<file path="src/rtl/aib_adapt_ctrl_pkg.sv">
// aib_adapt_ctrl_pkg
//   Shared types and helpers for the AIB RX pointer-offset training controller.
//   - state_t    : training FSM state encoding
//   - OFFSETS    : number of read-pointer init offsets swept
//   - win_center : centre of the widest circular run of passing offsets
package aib_adapt_ctrl_pkg;

  localparam int OFFSETS = 8;

  typedef enum logic [3:0] {
    IDLE,
    TRST,
    SETTLE,
    CHECK,
    NEXT,
    SELECT,
    ARST,
    ASETTLE,
    DONE,
    FAIL
  } state_t;

  // Longest circular run of 1s; ties resolve to the lowest start index.
  // An all-ones mask is start 0, length 8. Caller guarantees mask != 0.
  function automatic logic [2:0] win_center(input logic [7:0] mask);
    logic [3:0] best_len;
    logic [3:0] len;
    logic [2:0] best_start;
    logic       run;
    best_len   = 4'd0;
    best_start = 3'd0;
    if (mask == 8'hFF) begin
      best_len = 4'd8;
    end else begin
      for (int s = 0; s < OFFSETS; s++) begin
        // only positions whose circular predecessor is 0 begin a run
        if (mask[s] && !mask[(s + OFFSETS - 1) % OFFSETS]) begin
          len = 4'd0;
          run = 1'b1;
          for (int k = 0; k < OFFSETS; k++) begin
            if (run && mask[(s + k) % OFFSETS]) len = len + 4'd1;
            else run = 1'b0;
          end
          if (len > best_len) begin
            best_len   = len;
            best_start = 3'(s);
          end
        end
      end
    end
    return best_start + 3'((best_len - 4'd1) >> 1);
  endfunction

endpackage

</file>
<file path="src/rtl/aib_adapt_ctrl_chk.sv">
// aib_adapt_chk
//   Training-pattern checker: data0 is an incrementing 20-bit counter and
//   data1 its bitwise complement. The error flag is registered, so it
//   reports on the word presented one cycle earlier.
//   Ports:
//     i_clk, i_rst        clock, synchronous active-high reset
//     i_en                check this cycle's word
//     i_first             first word of a run: only capture data0, check data1
//     i_data0, i_data1    received words
//     o_err               registered word-error flag (0 when not enabled)
module aib_adapt_chk (
  input  logic        i_clk,
  input  logic        i_rst,
  input  logic        i_en,
  input  logic        i_first,
  input  logic [19:0] i_data0,
  input  logic [19:0] i_data1,
  output logic        o_err
);

  logic [19:0] r_prev;
  logic        r_err;
  logic        w_err;

  assign w_err = (i_data1 != ~i_data0) |
                 (~i_first & (i_data0 != r_prev + 20'd1));

  always_ff @(posedge i_clk) begin
    if (i_rst) begin
      r_prev <= 20'd0;
      r_err  <= 1'b0;
    end else begin
      r_err <= i_en & w_err;
      if (i_en) r_prev <= i_data0;
    end
  end

  assign o_err = r_err;

endmodule

</file>
<file path="src/rtl/aib_adapt_ctrl.sv">
// aib_adapt_ctrl
//   RX pointer-offset training controller for the AIB adapter (RX read-clock
//   domain). Sweeps c_rx_rptr_init over all 8 offsets with the adapter held
//   in reset between trials, checks the training stream per offset, then
//   re-releases the adapter at the centre of the widest passing window.
//   Optional macro AIB_ADAPT_CTRL_RECHECK_EN: keep checking in DONE and
//   raise a sticky o_lock_lost on any word error.
//   Ports:
//     i_clk, i_rst            clock, synchronous active-high reset
//     i_start                 start pulse (ignored while busy)
//     i_rx_data0/1            adapter received data
//     o_rx_rst_n              adapter RX reset (active low)
//     o_rx_wptr_init          constant 0
//     o_rx_rptr_init          trial / selected read-pointer offset
//     o_busy, o_done, o_fail  status
//     o_pass_mask             bit k = offset k passed
//     o_lock_lost             sticky post-training error (0 if feature off)
module aib_adapt_ctrl
  import aib_adapt_ctrl_pkg::*;
#(
  parameter int RST_CYCLES    = 8,
  parameter int SETTLE_CYCLES = 16,
  parameter int CHECK_CYCLES  = 64
) (
  input  logic        i_clk,
  input  logic        i_rst,
  input  logic        i_start,
  input  logic [19:0] i_rx_data0,
  input  logic [19:0] i_rx_data1,
  output logic        o_rx_rst_n,
  output logic [2:0]  o_rx_wptr_init,
  output logic [2:0]  o_rx_rptr_init,
  output logic        o_busy,
  output logic        o_done,
  output logic        o_fail,
  output logic [7:0]  o_pass_mask,
  output logic        o_lock_lost
);

  localparam int MAX_A = (RST_CYCLES > SETTLE_CYCLES) ? RST_CYCLES : SETTLE_CYCLES;
  localparam int MAX_P = (MAX_A > CHECK_CYCLES) ? MAX_A : CHECK_CYCLES;
  localparam int CW    = $clog2(MAX_P) + 1;

  localparam logic [CW-1:0] RST_LOAD    = CW'(RST_CYCLES - 1);
  localparam logic [CW-1:0] SETTLE_LOAD = CW'(SETTLE_CYCLES - 1);
  localparam logic [CW-1:0] CHECK_LOAD  = CW'(CHECK_CYCLES - 1);
  // DONE loads 1 so its first cycle is recognisable for the re-check
  localparam logic [CW-1:0] DONE_LOAD   = CW'(1);

  state_t        r_state, w_state_nxt;
  logic [CW-1:0] r_cnt, w_load;
  logic          w_tc;
  logic [2:0]    r_trial, r_sel, w_rptr;
  logic [7:0]    r_mask;
  logic          r_pass;
  logic          w_chk_en, w_chk_first, w_err;
  logic          w_rx_rst_n, w_busy, w_done, w_fail, w_start_ok;

  assign w_tc       = (r_cnt == '0);
  assign w_start_ok = i_start & ~w_busy;

  always_comb begin
    w_state_nxt = r_state;
    w_rx_rst_n  = 1'b0;
    w_busy      = 1'b1;
    w_done      = 1'b0;
    w_fail      = 1'b0;
    w_rptr      = r_trial;
    w_chk_en    = 1'b0;
    w_chk_first = 1'b0;
    case (r_state)
      IDLE: begin
        w_busy = 1'b0;
        w_rptr = 3'd0;
        if (i_start) w_state_nxt = TRST;
      end
      TRST: if (w_tc) w_state_nxt = SETTLE;
      SETTLE: begin
        w_rx_rst_n = 1'b1;
        if (w_tc) w_state_nxt = CHECK;
      end
      CHECK: begin
        w_rx_rst_n  = 1'b1;
        w_chk_en    = 1'b1;
        w_chk_first = (r_cnt == CHECK_LOAD);
        if (w_tc) w_state_nxt = NEXT;
      end
      NEXT: begin
        w_rx_rst_n  = 1'b1;
        w_state_nxt = (r_trial == 3'd7) ? SELECT : TRST;
      end
      SELECT: w_state_nxt = (r_mask == 8'd0) ? FAIL : ARST;
      ARST: begin
        w_rptr = r_sel;
        if (w_tc) w_state_nxt = ASETTLE;
      end
      ASETTLE: begin
        w_rptr     = r_sel;
        w_rx_rst_n = 1'b1;
        if (w_tc) w_state_nxt = DONE;
      end
      DONE: begin
        w_busy     = 1'b0;
        w_done     = 1'b1;
        w_rx_rst_n = 1'b1;
        w_rptr     = r_sel;
`ifdef AIB_ADAPT_CTRL_RECHECK_EN
        w_chk_en    = 1'b1;
        w_chk_first = (r_cnt == DONE_LOAD);
`endif
        if (i_start) w_state_nxt = TRST;
      end
      FAIL: begin
        w_busy = 1'b0;
        w_fail = 1'b1;
        w_rptr = 3'd0;
        if (i_start) w_state_nxt = TRST;
      end
      default: w_state_nxt = IDLE;
    endcase
  end

  always_comb begin
    w_load = '0;
    case (w_state_nxt)
      TRST, ARST:      w_load = RST_LOAD;
      SETTLE, ASETTLE: w_load = SETTLE_LOAD;
      CHECK:           w_load = CHECK_LOAD;
      DONE:            w_load = DONE_LOAD;
      default:         w_load = '0;
    endcase
  end

  always_ff @(posedge i_clk) begin
    if (i_rst) r_state <= IDLE;
    else       r_state <= w_state_nxt;
  end

  always_ff @(posedge i_clk) begin
    if (i_rst) begin
      r_cnt   <= '0;
      r_trial <= 3'd0;
      r_sel   <= 3'd0;
      r_mask  <= 8'd0;
      r_pass  <= 1'b0;
    end else begin
      if (w_state_nxt != r_state) r_cnt <= w_load;
      else if (!w_tc)             r_cnt <= r_cnt - CW'(1);

      if (w_start_ok) begin
        r_mask  <= 8'd0;
        r_trial <= 3'd0;
      end

      if (r_state == SETTLE)              r_pass <= 1'b1;
      else if (r_state == CHECK && w_err) r_pass <= 1'b0;

      // checker flag lags one cycle: the last CHECK word is judged here
      if (r_state == NEXT) begin
        r_mask[r_trial] <= r_pass & ~w_err;
        if (r_trial != 3'd7) r_trial <= r_trial + 3'd1;
      end

      if (r_state == SELECT) r_sel <= win_center(r_mask);
    end
  end

  aib_adapt_chk u_chk (
    .i_clk   (i_clk),
    .i_rst   (i_rst),
    .i_en    (w_chk_en),
    .i_first (w_chk_first),
    .i_data0 (i_rx_data0),
    .i_data1 (i_rx_data1),
    .o_err   (w_err)
  );

`ifdef AIB_ADAPT_CTRL_RECHECK_EN
  logic r_lock_lost;
  always_ff @(posedge i_clk) begin
    if (i_rst)                       r_lock_lost <= 1'b0;
    else if (w_start_ok)             r_lock_lost <= 1'b0;
    else if (r_state == DONE && w_err) r_lock_lost <= 1'b1;
  end
  assign o_lock_lost = r_lock_lost;
`else
  assign o_lock_lost = 1'b0;
`endif

  assign o_rx_rst_n     = w_rx_rst_n;
  assign o_rx_wptr_init = 3'd0;
  assign o_rx_rptr_init = w_rptr;
  assign o_busy         = w_busy;
  assign o_done         = w_done;
  assign o_fail         = w_fail;
  assign o_pass_mask    = r_mask;

endmodule

</file>
<file path="config.mk">
export PLATFORM = sky130hd
export DESIGN_NAME = aib_adapt_ctrl
export DESIGN_NICKNAME = d
export VERILOG_FILES = /design/src/rtl/aib_adapt_ctrl_pkg.sv /design/src/rtl/aib_adapt_ctrl_chk.sv /design/src/rtl/aib_adapt_ctrl.sv
export SDC_FILE = /design/constraint.sdc
export NUM_CORES = 1
export LEC_CHECK = 0
export ABC_AREA = 1
export BUFFER_PORTS_ARGS = -buffer_cell sky130_fd_sc_hd__buf_4
export CAP_MARGIN = 0
export CORE_UTILIZATION = 36
export DETAILED_ROUTE_END_ITERATION = 16
export SLEW_MARGIN = 40
export SYNTH_ARGS = -nofsm -noshare
export SYNTH_HDL_FRONTEND = slang
export SYNTH_SLANG_ARGS = --single-unit
</file>
<file path="constraint.sdc">
create_clock -name i_clk -period 15.6 [get_ports i_clk]
set_input_delay 1.56 -clock i_clk [delete_from_list [all_inputs] [get_ports i_clk]]
set_output_delay 1.56 -clock i_clk [all_outputs]
set_load 0.1 [all_outputs]
</file>
==> out/metrics.cfg <==
[status]
status=finished, final reports clean

[sta]
grt_setup_unrepaired=false
slew-limit-headroom_pct=52.7
finalSetupTns_ns=0
hold_slack_ns=0.487
tightest_slew_ns=0.708
setup_slack_ns=2.44
max_clock_freq_mhz=76.0
maxSlewViolCount=0
min_period_ns=13.16
setup_viol=0
finClkSkew_ns=0.00510
finalHoldViolations=0
period_share_pct=84.3

[setup_path]
worstSetupStartpointType=flip-flop
critPathKind=flip-flop to flip-flop
critPathBufInv=20
crit_start=o_pass_mask[2]
r2r_start=o_pass_mask[2]
cp.required_ns=15.79
max_stage_delay_ns=0.78
critPathSlowestCell=dfxtp_1
reg2reg_depth=90
worst_r2r_endpoint=r_sel[2]
crit_fanout=13
arrival_ns=13.35
cp_top_family=simple AND/OR/NAND/NOR gates
r2r_slack_ns=2.44
cpMostUsedCell=inv_1
end_kind=flip-flop

[cts]
post_cts_buffers=0
cts-root-buf=clkbuf_16
clockBufferDepth=2
clock_latency_ns=0.29
cts_buffers=5
path_clk_slew_ns=0.07
clock-sinks=47
cts_tree=built
postCtsHoldBufs=0
cts_max_level=2
cts_resized=0

[global_route]
antenna_found_initial=0
gr-total-overflow=0
grt_pass1_wl_um=30800
grt_max_degree=34
grt_pass1_vias=6530
met3_usage_pct=1.53
busiest_layer=met2
met2_usage_pct=32.4
track_usage_pct=18.7
grt.met1_usage_pct=24.9

[place]
place_hpwl_um=14600
placed_area_mm2=0.00761
io_buffers=57
gp_congestion=0.891
post-place-ws_ns=2.53

[yosys]
yosys_warnings=0
yosys.area.top_type=dfxtp_1
yosysTopAreaCellShare_pct=13.5
synth_top_family_by_area=simple AND/OR/NAND/NOR gates
synthesis.area_mm2=0.00698
yosysMostFrequentCell=nand2_1
yosys.area_share.xor_xnor_pct=10.9
synth_ff_type=dfxtp_1
seq_area_frac_synth_pct=13.5
yosys.area_share.simple_pct=36.9
ys_ff_latch=47
ys_types=55
muxShareOfSynthArea_pct=1.29
synth_edf_count=0
synthCells=1123
synth_fa_ha_area_share_pct=13.0
postSynthAreaPerCell_um2=6.21
async_reset_ff_share_pct=0
yosys-top-cells-count=nand2_1, inv_1, nor2_1
synth_area_leaders=dfxtp_1, ha_1, nand2_1
synth_compound_area_share_pct=12.6

[worst_hold_path]
hold-path-endpoint=u_chk.r_prev[1]
min_path_cells=2
hold_path.class=flip-flop to flip-flop
min_from=u_chk.r_prev[1]

[power_and_ir_drop]
seq_power_share_pct=32.6
intPower_uw=279
p_switching_uw=211
switching_share_pct=43.0
total_leakage_power_uw=0.00391
pwr-share-comb_pct=43.6
vdd_drop_max_mv=0.149
pwr-share-clk_pct=23.8
p_per_area_mw_per_mm2=62.9

[layout]
finalNetCount=1282
fillCellCount=2079
antenna_cells=0
drive_gt1_share_pct=13.5
design_area_mm2=0.00777
synthToLayoutAreaGrowth_pct=11.4

[floorplanning]
rows=50
ioPinCount=62
die_y_um=141
die_area_mm2=0.0199
start_util_pct=37.0
die_w_um=141
coreArea_mm2=0.0188

[flow_run]
maxCapViolCount=0

[route]
drtIter0Drc=318
routed_via_density=4.88
drtAntennaViolNets=0
first_pass_iters=5
wl_per_cell_um=12.5
drc=0
wl_um=17900
vias=6972

-- power groups by stage --
stage,Combinational (µW),Clock [µW],Sequential [µW]
finish,213,117,159
detailed placement,213,0,161
global placement,211,0,162
floorplan,168,0,155
global route,244,124,163
CTS,214,120,159
-- cell usage in the layout, fill, tap and decap left out, types with 2 or more instances in the layout --
master / n
nand2_1: 205
inv_1: 168
nor2_1: 126
nand3_1: 97
o21ai_0: 71
ha_1: 71
buf_4: 58
xor2_1: 52
dfxtp_1: 47
a21oi_1: 41
xnor2_1: 33
nand2_2: 31
nor3_1: 24
nand4_1: 14
inv_2: 13
nor2_4: 11
a211oi_1: 9
o21bai_1: 8
mux2_2: 8
nor2_2: 6
o21ai_1: 6
nand3_2: 6
nand2_4: 5
or2_2: 5
clkbuf_16: 5
nand3b_1: 4
o22ai_1: 4
conb_1: 4
or2_1: 3
and2_1: 3
a21o_1: 2
clkinv_1: 2
a221oi_1: 2
o21a_1: 2
nor4_1: 2
clkbuf_8: 2
-- worst max-delay path by stage --
stage / endpoint / slack (ns) / cells past startpoint
detailed placement: r_sel[2] / 2.53 / 91
global placement: r_sel[2] / 2.69 / 90
floorplan: r_sel[2] / 3.15 / 93
global route: r_sel[2] / 1.24 / 91
finish: r_sel[2] / 2.44 / 90
CTS: r_sel[2] / 2.47 / 91
-- routing by layer --
metal	wire (µm)	vias up
met4	261	0
met2	8270	135
met3	632	20
met1	8750	3117
met5	0	-
li1	-	3700
-- layout make-up --
cell class | instances | area (µm²) | area share, %
Sequential cell | 47 | 941 | 12.1
Timing Repair Buffer | 58 | 435 | 5.60
Inverter | 184 | 692 | 8.90
Clock buffer | 7 | 153 | 1.96
Clock inverter | 1 | 7.51 | 0.0966
Multi-Input combinational cell | 871 | 5220 | 67.2
Tap cell | 260 | 325 | 4.18
-- state kept, by name (all words and copies together) (netlist names) --
| name | flops |
|---|---|
| u_chk.r_prev | 20 |
| o_pass_mask | 8 |
| r_cnt | 7 |
| r_state | 4 |
| r_sel | 3 |
| r_trial | 3 |
| r_pass | 1 |
| u_chk.o_err | 1 |
-- kinds of logic after synthesis --
group | Yosys count
compound gates | 155
xor+xnor | 86
fa+ha+maj | 72
buf+inv | 208
flops | 47
mux | 8
other cells | 1
simple gates | 546
-- metrics by stage --
step                      instances  total power (µW)  utilization (%)
after global placement         1420               373             40.4
after CTS                      1428               493             41.3
final                          1428               489             41.3
after global routing           1428               531             41.3
after floorplan                1126               323                -
after detailed placement       1420               374             40.4
-- worst reg2reg max path: cells and delay by family, from the launching register on --
family / cells / cell delay, ns
flops: 1 / 0.78
simple gates: 45 / 4.64
buf+inv: 20 / 1.43
fa+ha+maj: 16 / 4.59
compound gates: 9 / 1.58
Power figures use the tool's default switching activity.
